--- src/rtl/hgc_pkg.sv ---
// Shared HGC display timing defaults and state encodings, reused by the sequencer and the CRTC.
package hgc_pkg;

  localparam int HGC_H_ACTIVE = 720;
  localparam int HGC_H_FP     = 18;
  localparam int HGC_H_SYNC   = 108;
  localparam int HGC_H_BP     = 54;
  localparam int HGC_V_ACTIVE = 350;
  localparam int HGC_V_FP     = 37;
  localparam int HGC_V_SYNC   = 2;
  localparam int HGC_V_BP     = 60;
  localparam bit HGC_HSYNC_POL = 1'b0;
  localparam bit HGC_VSYNC_POL = 1'b1;

  // One encoding serves both axes: H_ACT/H_FP/H_SYNC/H_BP and V_ACT/V_FP/V_SYNC/V_BP.
  typedef enum logic [1:0] {
    SEG_ACT  = 2'd0,
    SEG_FP   = 2'd1,
    SEG_SYNC = 2'd2,
    SEG_BP   = 2'd3
  } seg_e;

  typedef enum logic {
    RUN_STOP = 1'b0,
    RUN_RUN  = 1'b1
  } run_e;

  function automatic logic sync_level(input logic active, input logic pol);
    return active ? pol : ~pol;
  endfunction

endpackage

--- src/rtl/hgc_timing_gen.sv ---
// One timing axis: wrapping position counter plus ACT -> FP -> SYNC -> BP segment FSM.
// Advances once per i_adv; i_clr parks it at position 0 in ACT.
module hgc_timing_gen
  import hgc_pkg::*;
#(
  parameter int ACT   = HGC_H_ACTIVE,
  parameter int FP    = HGC_H_FP,
  parameter int SYNC  = HGC_H_SYNC,
  parameter int BP    = HGC_H_BP,
  parameter int CNT_W = $clog2(ACT + FP + SYNC + BP)
) (
  input  logic             clk,
  input  logic             reset_n,
  input  logic             i_clr,
  input  logic             i_adv,
  output logic [CNT_W-1:0] o_cnt,
  output seg_e             o_seg,
  output logic             o_wrap
);

  localparam int TOTAL = ACT + FP + SYNC + BP;
  localparam logic [CNT_W-1:0] LAST       = CNT_W'(TOTAL - 1);
  localparam logic [CNT_W-1:0] FP_START   = CNT_W'(ACT);
  localparam logic [CNT_W-1:0] SYNC_START = CNT_W'(ACT + FP);
  localparam logic [CNT_W-1:0] BP_START   = CNT_W'(ACT + FP + SYNC);

  logic [CNT_W-1:0] r_cnt;
  logic [CNT_W-1:0] w_cnt_nxt;
  seg_e             r_seg;
  seg_e             w_seg_nxt;

  assign o_cnt  = r_cnt;
  assign o_seg  = r_seg;
  assign o_wrap = i_adv && !i_clr && (r_cnt == LAST);

  always_ff @(posedge clk or negedge reset_n) begin
    if (!reset_n) begin
      r_cnt <= '0;
      r_seg <= SEG_ACT;
    end else begin
      r_cnt <= w_cnt_nxt;
      r_seg <= w_seg_nxt;
    end
  end

  always_comb begin
    w_cnt_nxt = r_cnt;
    w_seg_nxt = r_seg;
    if (i_clr) begin
      w_cnt_nxt = '0;
      w_seg_nxt = SEG_ACT;
    end else if (i_adv) begin
      w_cnt_nxt = (r_cnt == LAST) ? '0 : r_cnt + CNT_W'(1);
      // Each segment is left when the next position crosses into the following one.
      case (r_seg)
        SEG_ACT:  if (w_cnt_nxt == FP_START)   w_seg_nxt = SEG_FP;
        SEG_FP:   if (w_cnt_nxt == SYNC_START) w_seg_nxt = SEG_SYNC;
        SEG_SYNC: if (w_cnt_nxt == BP_START)   w_seg_nxt = SEG_BP;
        SEG_BP:   if (w_cnt_nxt == '0)         w_seg_nxt = SEG_ACT;
        default:  w_seg_nxt = SEG_ACT;
      endcase
    end
  end

endmodule

--- src/rtl/hgc_vga_sequencer.sv ---
// HGC display sequencer: drives pixel requests, gates returned pixel bits and generates VGA syncs.
// Colour and syncs appear two clocks after the timing state; run/stop only changes at frame end.
module hgc_vga_sequencer
  import hgc_pkg::*;
#(
  parameter int H_ACTIVE  = HGC_H_ACTIVE,
  parameter int H_FP      = HGC_H_FP,
  parameter int H_SYNC    = HGC_H_SYNC,
  parameter int H_BP      = HGC_H_BP,
  parameter int V_ACTIVE  = HGC_V_ACTIVE,
  parameter int V_FP      = HGC_V_FP,
  parameter int V_SYNC    = HGC_V_SYNC,
  parameter int V_BP      = HGC_V_BP,
  parameter bit HSYNC_POL = HGC_HSYNC_POL,
  parameter bit VSYNC_POL = HGC_VSYNC_POL
) (
  input  logic clk,
  input  logic reset_n,
  input  logic enable,
  input  logic video_in,
  input  logic intensity_in,
  output logic pixel_req,
  output logic video,
  output logic intensity,
  output logic hsync,
  output logic vsync,
  output logic line_start,
  output logic frame_start
);

  localparam int H_W = $clog2(H_ACTIVE + H_FP + H_SYNC + H_BP);
  localparam int V_W = $clog2(V_ACTIVE + V_FP + V_SYNC + V_BP);

  run_e           r_run_st;
  run_e           w_run_nxt;
  logic           w_running;
  logic [H_W-1:0] w_h_cnt;
  logic [V_W-1:0] w_v_cnt;
  seg_e           w_h_seg;
  seg_e           w_v_seg;
  logic           w_h_wrap;
  logic           w_v_wrap;
  logic           r_req_d;
  logic           r_hs_d;
  logic           r_vs_d;
  logic           r_video;
  logic           r_intensity;
  logic           r_hsync;
  logic           r_vsync;

  assign w_running = (r_run_st == RUN_RUN);

  hgc_timing_gen #(
    .ACT(H_ACTIVE), .FP(H_FP), .SYNC(H_SYNC), .BP(H_BP), .CNT_W(H_W)
  ) u_h_timing (
    .clk(clk), .reset_n(reset_n), .i_clr(!w_running), .i_adv(w_running),
    .o_cnt(w_h_cnt), .o_seg(w_h_seg), .o_wrap(w_h_wrap)
  );

  hgc_timing_gen #(
    .ACT(V_ACTIVE), .FP(V_FP), .SYNC(V_SYNC), .BP(V_BP), .CNT_W(V_W)
  ) u_v_timing (
    .clk(clk), .reset_n(reset_n), .i_clr(!w_running), .i_adv(w_h_wrap),
    .o_cnt(w_v_cnt), .o_seg(w_v_seg), .o_wrap(w_v_wrap)
  );

  always_ff @(posedge clk or negedge reset_n) begin
    if (!reset_n) r_run_st <= RUN_STOP;
    else          r_run_st <= w_run_nxt;
  end

  // enable is only sampled at the last clock of V_BP, so a low pulse mid-frame is forgotten.
  always_comb begin
    w_run_nxt = r_run_st;
    case (r_run_st)
      RUN_STOP: if (enable) w_run_nxt = RUN_RUN;
      RUN_RUN:  if (w_v_wrap && !enable) w_run_nxt = RUN_STOP;
      default:  w_run_nxt = RUN_STOP;
    endcase
  end

  assign pixel_req   = w_running && (w_h_seg == SEG_ACT) && (w_v_seg == SEG_ACT);
  assign line_start  = w_running && (w_h_cnt == '0);
  assign frame_start = line_start && (w_v_cnt == '0);

  // Returned pixel arrives the clock after the request and is registered once more.
  always_ff @(posedge clk or negedge reset_n) begin
    if (!reset_n) begin
      r_req_d     <= 1'b0;
      r_hs_d      <= 1'b0;
      r_vs_d      <= 1'b0;
      r_video     <= 1'b0;
      r_intensity <= 1'b0;
      r_hsync     <= ~HSYNC_POL;
      r_vsync     <= ~VSYNC_POL;
    end else begin
      r_req_d     <= pixel_req;
      r_hs_d      <= w_running && (w_h_seg == SEG_SYNC);
      r_vs_d      <= w_running && (w_v_seg == SEG_SYNC);
      r_video     <= r_req_d & video_in;
      r_intensity <= r_req_d & intensity_in;
      r_hsync     <= sync_level(r_hs_d, HSYNC_POL);
      r_vsync     <= sync_level(r_vs_d, VSYNC_POL);
    end
  end

  assign video     = r_video;
  assign intensity = r_intensity;
  assign hsync     = r_hsync;
  assign vsync     = r_vsync;

endmodule

--- config.mk ---
export PLATFORM = sky130hd
export DESIGN_NAME = hgc_vga_sequencer
export DESIGN_NICKNAME = d
export VERILOG_FILES = /design/src/rtl/hgc_pkg.sv /design/src/rtl/hgc_timing_gen.sv /design/src/rtl/hgc_vga_sequencer.sv
export SDC_FILE = /design/constraint.sdc
export NUM_CORES = 1
export LEC_CHECK = 0
export ABC_CLOCK_PERIOD_IN_PS = 7100
export CORE_MARGIN = 2
export CORE_UTILIZATION = 65
export CTS_BUF_LIST = sky130_fd_sc_hd__clkbuf_8 sky130_fd_sc_hd__clkbuf_16
export CTS_CLUSTER_SIZE = 8
export DETAILED_ROUTE_END_ITERATION = 12
export DONT_BUFFER_PORTS = 1
export PLACE_DENSITY = 0.86
export REMOVE_ABC_BUFFERS = 1
export SYNTH_ARGS = -nofsm -noshare
export SYNTH_HDL_FRONTEND = slang
export SYNTH_SLANG_ARGS = --single-unit
--- constraint.sdc ---
create_clock -name clk -period 7.1 [get_ports clk]
set_input_delay 1.42 -clock clk [delete_from_list [all_inputs] [get_ports clk]]
set_output_delay 1.42 -clock clk [all_outputs]
set_load 0.005 [all_outputs]
==> flow_metrics.py, run 1 <==
metrics = {
    "run_status": {
        "outcome": "finished, final reports clean",
    },
    "worst_setup_path": {
        "required_ps": 5680,
        "cp-startpoint": "u_v_timing.o_cnt[0]$_DFFE_PN0P_",
        "arrival_ps": 1900,
        "path_class": "reg -> out",
        "cp-end-kind": "output port",
        "r2r_start": "u_h_timing.o_cnt[0]$_DFF_PN0_",
        "cp_max_fo": 10,
        "worstSetupStartpointType": "flip-flop",
    },
    "power": {
        "p_leak_nw": 1.01,
        "power_density_nw_per_um2": 132,
        "power.total_w": 0.000319,
        "power.switching_w": 0.0000729,
        "p_sw_frac": 0.229,
        "power_frac_clock": 0.441,
        "seqPwrFrac": 0.557,
        "power.internal_w": 0.000246,
        "combPwrFrac": 0.002,
        "ir_worst_vdd_v": 0.0000975,
    },
    "sta": {
        "slew_headroom": 0.465,
        "worstMarginPinSlew_ps": 802,
        "fin_tns_setup_ps": 0,
        "rsz0062_at_grt": "false",
        "timing.final.ws_setup_ps": 3780,
        "finClkSkew_ps": 10.9,
        "min_period_over_period": 0.468,
        "finalHoldViolCount": 0,
        "fmaxAchievable_mhz": 301,
        "final_max_slew_viol_count": 0,
        "period_minus_slack_ps": 3320,
        "setup_viol": 0,
    },
    "synth": {
        "yosysSeqAreaShare": 0.329,
        "yosysTopAreaCellShare": 0.318,
        "synthTopCellsByArea": "dfrtp_1 (32%), ha_1 (8.5%), nand2_1 (4.9%)",
        "synthesis.area_um2": 2360,
        "synthMuxAreaShare": 0.0254,
        "yosysUniqueCellTypes": 56,
        "synth-compound-area-share": 0.172,
        "synth_largest_area_cell": "dfrtp_1",
        "synth.avg_cell_area_um2": 8.59,
        "ys_dominant_reg_cell": "dfrtp_1",
        "ys_seq_elements": 31,
        "synth_edf_count": 0,
        "synth_xor_area_frac": 0.0334,
        "synthAdderAreaFrac": 0.0847,
        "synth_top_family_by_area": "simple AND/OR/NAND/NOR gates",
        "ys_warn_count": 0,
        "asyncSetResetFlopFracSynth": 1.00,
        "synth-simple-area-share": 0.290,
        "syn_inst": 275,
    },
    "flow_run": {
        "cap_violations": 0,
    },
    "final_layout": {
        "nNetsFinal": 282,
        "antenna_cells": 0,
        "layout.cells.most_common_list": "nand2_1 (31), dfrtp_1 (30), nor2_1 (16), ha_1 (16), inv_1 (15)",
        "syn_to_final_growth_pct": 2.01,
        "drive_above_1_share": 0.0611,
        "final_common_cell": "nand2_1",
        "final_cells": 308,
        "n_fill_cell": 259,
        "multi_input_area_um2": 1430,
        "seq_area_um2": 777,
    },
    "place": {
        "hpwl_um": 3590,
        "placement.io_buffers": 0,
        "place_inst": 300,
        "dp_slack_ps": 4120,
        "gp_congestion": 0.901,
    },
    "route": {
        "first_pass_iters": 4,
        "finalWirelength_um": 5030,
        "drtAntennaViolNets": 0,
        "wl_per_cell_um": 16.3,
        "num_vias": 1997,
        "viasPerCell": 6.48,
        "drc": 0,
        "drtIter0Drc": 352,
    },
    "floorplanning": {
        "die_h_um": 64.3,
        "initial_core_util": 0.692,
        "num_rows": 21,
        "fp.coreArea_um2": 3420,
        "num_io_pins": 12,
        "die-area_um2": 4130,
        "die-width_um": 64.3,
    },
    "cts": {
        "cts.clk_slew.worst_paths_ps": 80,
        "worstSkewPairLatency_ps": 290,
        "numCtsBuffers": 5,
        "ctsRootBufferMaster": "clkbuf_8",
        "cts.hold.buffers_added": 0,
        "cts_buffer_depth": 2,
        "cts_sinks": 31,
        "cts-resized-gates": 0,
        "cts_setup_buffers": 0,
        "cts_tree": "built",
        "cts_max_level": 2,
    },
    "hold_path": {
        "min_path_type": "reg -> reg",
        "hp-start": "r_hs_d$_DFF_PN0_",
    },
    "global_route": {
        "antenna_found_initial": 0,
        "overflow": 0,
        "grt_max_degree": 32,
        "first_global_vias": 1805,
        "grt_pass1_wl_um": 8570,
        "groute.usage.overall": 0.268,
    },
}
layer usage:
layer / part of all wire / vias to the layer above / global-route usage
li1: - / 953 / -
met1: 0.47 / 942 / 0.390
met2: 0.44 / 96 / 0.401
met3: 0.083 / 6 / 0.0528
met4: 0.013 / 0 / 0.0851
met5: 0 / - / 0
synthesized netlist by cell type, drive strengths merged (4+ instances only):
| library cell | number |
|---|---|
| mux2i | 6 |
| and2 | 13 |
| nand2 | 31 |
| buf | 9 |
| a211oi | 4 |
| nor4 | 4 |
| a21oi | 9 |
| a21boi | 4 |
| nor2 | 16 |
| clkbuf | 12 |
| inv | 15 |
| xor2 | 4 |
| nand4 | 6 |
| ha | 16 |
| nor3 | 11 |
| nor2b | 6 |
| o21ai | 9 |
| nand3 | 14 |
| dfrtp | 30 |
| a31oi | 8 |
| and3 | 4 |
| xnor2 | 5 |
final timing paths:
check,end,slack (ps),cells after the start
hold / removal,hsync$_DFF_PN1_,360,1
min in group asynchronous,vsync$_DFF_PN0_,810,0
setup reg to reg,u_h_timing.o_seg[1]$_DFFE_PN0P_,4180,8
hold reg to reg,hsync$_DFF_PN1_,360,1
max in group asynchronous,hsync$_DFF_PN1_,6110,0
setup / recovery,frame_start,3780,5
metrics by stage:
stage / util / area (µm²) / hold WS [ps]
floorplan: - / 2260 / 331
global placement: 0.680 / 2320 / 351
detailed placement: 0.680 / 2320 / 355
CTS: 0.706 / 2410 / 365
global route: 0.706 / 2410 / 373
finish: 0.706 / 2410 / 363
state kept, by name, summed over array words and instances, names as in the netlist:
| register | cells |
|---|---|
| hsync | 1 |
| intensity | 1 |
| r_hs_d | 1 |
| r_req_d | 1 |
| r_run_st | 1 |
| r_vs_d | 1 |
| u_h_timing.o_cnt | 10 |
| u_h_timing.o_seg | 2 |
| u_v_timing.o_cnt | 9 |
| u_v_timing.o_seg | 2 |
| video | 1 |
| vsync | 1 |
cells by family after synthesis:
kind of cell / after synthesis
and+or+nand+nor: 119
AOI/OAI and AO/OA: 58
buffers and inverters: 36
DFF: 31
adders and majority gates: 16
xor gates and xnor gates: 9
muxes: 6
critical path, stage by stage, from the launching register on:
cell,delay [ps]
dfrtp_1,480
inv_1,150
ha_1,150
nor2b_1,210
nor4b_4,370
and3_1,240
power by group through the flow:
stage / clock network [W] / registers (W) / logic [W]
detailed placement: 0 / 0.000181 / 0.000000510
CTS: 0.000143 / 0.000177 / 0.000000525
global placement: 0 / 0.000181 / 0.000000511
finish: 0.000141 / 0.000177 / 0.000000519
global route: 0.000150 / 0.000177 / 0.000000598
floorplan: 0 / 0.000181 / 0.000000455
area by class of cell:
class | count | share of cell area
clock buffer | 5 | 0.0285
clock inverter | 3 | 0.00830
inverter | 15 | 0.0234
multi-input combinational | 208 | 0.594
sequential | 31 | 0.322
tap | 46 | 0.0239
Power figures use the tool's default switching activity.
==> run 2, diff against run 1 <==
--- a/config.mk
+++ b/config.mk
@@ -5,14 +5,14 @@
 export SDC_FILE = /design/constraint.sdc
 export NUM_CORES = 1
 export LEC_CHECK = 0
-export ABC_CLOCK_PERIOD_IN_PS = 7100
+export ABC_CLOCK_PERIOD_IN_PS = 3410
 export CORE_MARGIN = 2
-export CORE_UTILIZATION = 65
+export CORE_UTILIZATION = 64
 export CTS_BUF_LIST = sky130_fd_sc_hd__clkbuf_8 sky130_fd_sc_hd__clkbuf_16
 export CTS_CLUSTER_SIZE = 8
 export DETAILED_ROUTE_END_ITERATION = 12
 export DONT_BUFFER_PORTS = 1
-export PLACE_DENSITY = 0.86
+export PLACE_DENSITY = 0.85
 export REMOVE_ABC_BUFFERS = 1
 export SYNTH_ARGS = -nofsm -noshare
 export SYNTH_HDL_FRONTEND = slang
==> constraint.sdc (replaced) <==
create_clock -name clk -period 3.41 [get_ports clk]
set_input_delay 0.682 -clock clk [delete_from_list [all_inputs] [get_ports clk]]
set_output_delay 0.682 -clock clk [all_outputs]
set_load 0.005 [all_outputs]
==> run 2 against run 1 <==
Against the previous run: final area rose by 0.88%; setup slack got worse by 3200 ps; non-clock buffer count rose by 1; flip-flop and latch count did not move; clock skew fell by 0.70 ps; clock power rose by 120%; cell count rose by 0.97%; hold slack got worse by 280 ps; sequential share of layout area fell by 0.28 points; critical path type is now reg -> reg; critical endpoint is now u_v_timing.o_seg[0]$_DFFE_PN0P_.
==> flow_metrics.py, run 2 (synthesis results as in run 1) <==
metrics = {
    "run_status": {
        "outcome": "finished, final reports clean",
    },
    "sta": {
        "setup_viol": 0,
        "finalHoldViolCount": 0,
        "worstMarginPinSlew_ps": 594,
        "fmaxAchievable_mhz": 353,
        "period_minus_slack_ps": 2830,
        "rsz0062_at_grt": "false",
        "final_max_slew_viol_count": 0,
        "timing.final.ws_setup_ps": 576,
        "fin_tns_setup_ps": 0,
        "finClkSkew_ps": 10.2,
        "min_period_over_period": 0.831,
        "slew_headroom": 0.601,
    },
    "power": {
        "p_leak_nw": 1.03,
        "ir_worst_vdd_v": 0.000280,
        "power_density_nw_per_um2": 280,
    },
    "final_layout": {
        "fin_area_um2": 2430,
        "layout.cells.most_common_list": "nand2_1 (31), dfrtp_1 (30), inv_1 (16), nor2_1 (16), ha_1 (16)",
        "drive_above_1_share": 0.0608,
        "nNetsFinal": 283,
        "final_cells": 311,
        "final_common_cell": "nand2_1",
        "antenna_cells": 0,
        "syn_to_final_growth_pct": 2.91,
        "largest_reg_flops": 10,
    },
    "global_route": {
        "groute.usage.overall": 0.273,
        "overflow": 0,
        "first_global_vias": 1842,
        "grt_max_degree": 32,
        "antenna_found_initial": 0,
        "grt_pass1_wl_um": 8630,
    },
    "place": {
        "dp_slack_ps": 629,
        "placement.io_buffers": 0,
        "place_area_um2": 2330,
        "place_inst": 303,
        "gp_congestion": 0.901,
        "hpwl_um": 3700,
    },
    "worst_setup_path": {
        "required_ps": 3620,
        "path_class": "reg -> reg",
        "arrival_ps": 3040,
        "cp-end-kind": "flip-flop",
        "cp_max_fo": 14,
        "worstSetupStartpointType": "flip-flop",
    },
    "route": {
        "first_pass_iters": 5,
        "num_vias": 1992,
        "drc": 0,
        "wl_per_cell_um": 16.3,
        "viasPerCell": 6.41,
        "drtAntennaViolNets": 0,
        "finalWirelength_um": 5080,
        "drtIter0Drc": 155,
    },
    "floorplanning": {
        "num_io_pins": 12,
        "die_h_um": 64.8,
        "die-width_um": 64.8,
        "num_rows": 22,
        "fp.coreArea_um2": 3610,
        "initial_core_util": 0.655,
        "die-area_um2": 4200,
    },
    "cts": {
        "worstSkewPairLatency_ps": 290,
        "cts-resized-gates": 0,
        "cts_max_level": 2,
        "cts_buffer_depth": 2,
        "cts.hold.buffers_added": 0,
        "numCtsBuffers": 5,
        "cts_tree": "built",
        "cts.clk_slew.worst_paths_ps": 70,
        "cts_sinks": 31,
        "ctsRootBufferMaster": "clkbuf_8",
        "cts_setup_buffers": 0,
    },
    "flow_run": {
        "cap_violations": 0,
    },
    "hold_path": {
        "min_path_type": "in -> async",
    },
}
==> run 2: changes by cell type in the layout (fill, tap and decap cells not counted), sizes merged <==
cell,before,now
buf,0,1
clkbuf,5,7
clkinv,1,0
clkinvlp,2,0
inv,15,16
==> run 2: worst max-delay path, cell delays in order, from the launching register on <==
cell	delay, ps
dfrtp_1	490
ha_1	410
nand2_1	140
nand4bb_1	550
nor3_1	320
o211a_1	170
a21oi_1	90
nor4_4	350
mux2i_1	240
==> run 2: worst paths after layout <==
| kind | start | endpoint | slack [ps] | cells after the start |
|---|---|---|---|---|
| max | u_h_timing.o_cnt[0]$_DFF_PN0_ | u_v_timing.o_seg[0]$_DFFE_PN0P_ | 580 | 8 |
| min | reset_n | vsync$_DFF_PN0_ | 80 | 0 |
| max reg2reg | u_h_timing.o_cnt[0]$_DFF_PN0_ | u_v_timing.o_seg[0]$_DFFE_PN0P_ | 580 | 8 |
| min reg2reg | r_hs_d$_DFF_PN0_ | hsync$_DFF_PN1_ | 350 | 1 |
| max in group asynchronous | reset_n | hsync$_DFF_PN1_ | 3150 | 0 |
| min in group clk | r_hs_d$_DFF_PN0_ | hsync$_DFF_PN1_ | 350 | 1 |
==> run 2: per-stage QoR <==
stage | power, W | util | hold WS [ps]
finish | 0.000681 | 0.675 | 80.7
global route | 0.000712 | 0.675 | 65.7
CTS | 0.000690 | 0.675 | 75.4
detailed placement | 0.000378 | 0.647 | 344
global placement | 0.000377 | 0.647 | 337
floorplan | 0.000377 | - | 331
==> run 2: power by group <==
part,internal [W],switching [W],total (W)
combinational,0.000000760,0.000000231,0.000000992
clock,0.000181,0.000129,0.000310
sequential,0.000369,0.000000577,0.000370
total,0.000551,0.000130,0.000681
==> run 2: metal layers <==
layer  vias to the layer above  share of wire  global-route usage
li1                        956              -                   -
met1                       944           0.41               0.328
met3                        10          0.065              0.0538
met5                         -              0                   0
met2                        82           0.50               0.463
met4                         0          0.023               0.144
==> run 2: cell type report <==
class                   count  area [µm²]
multi-input cells         208        1430
fillers                   291        1170
flip-flops and latches     31         777
clock buffers               7        96.3
well taps                  48        60.1
inverters                  15        56.3
repair buffers              1        7.51
clock inverters             1        3.75
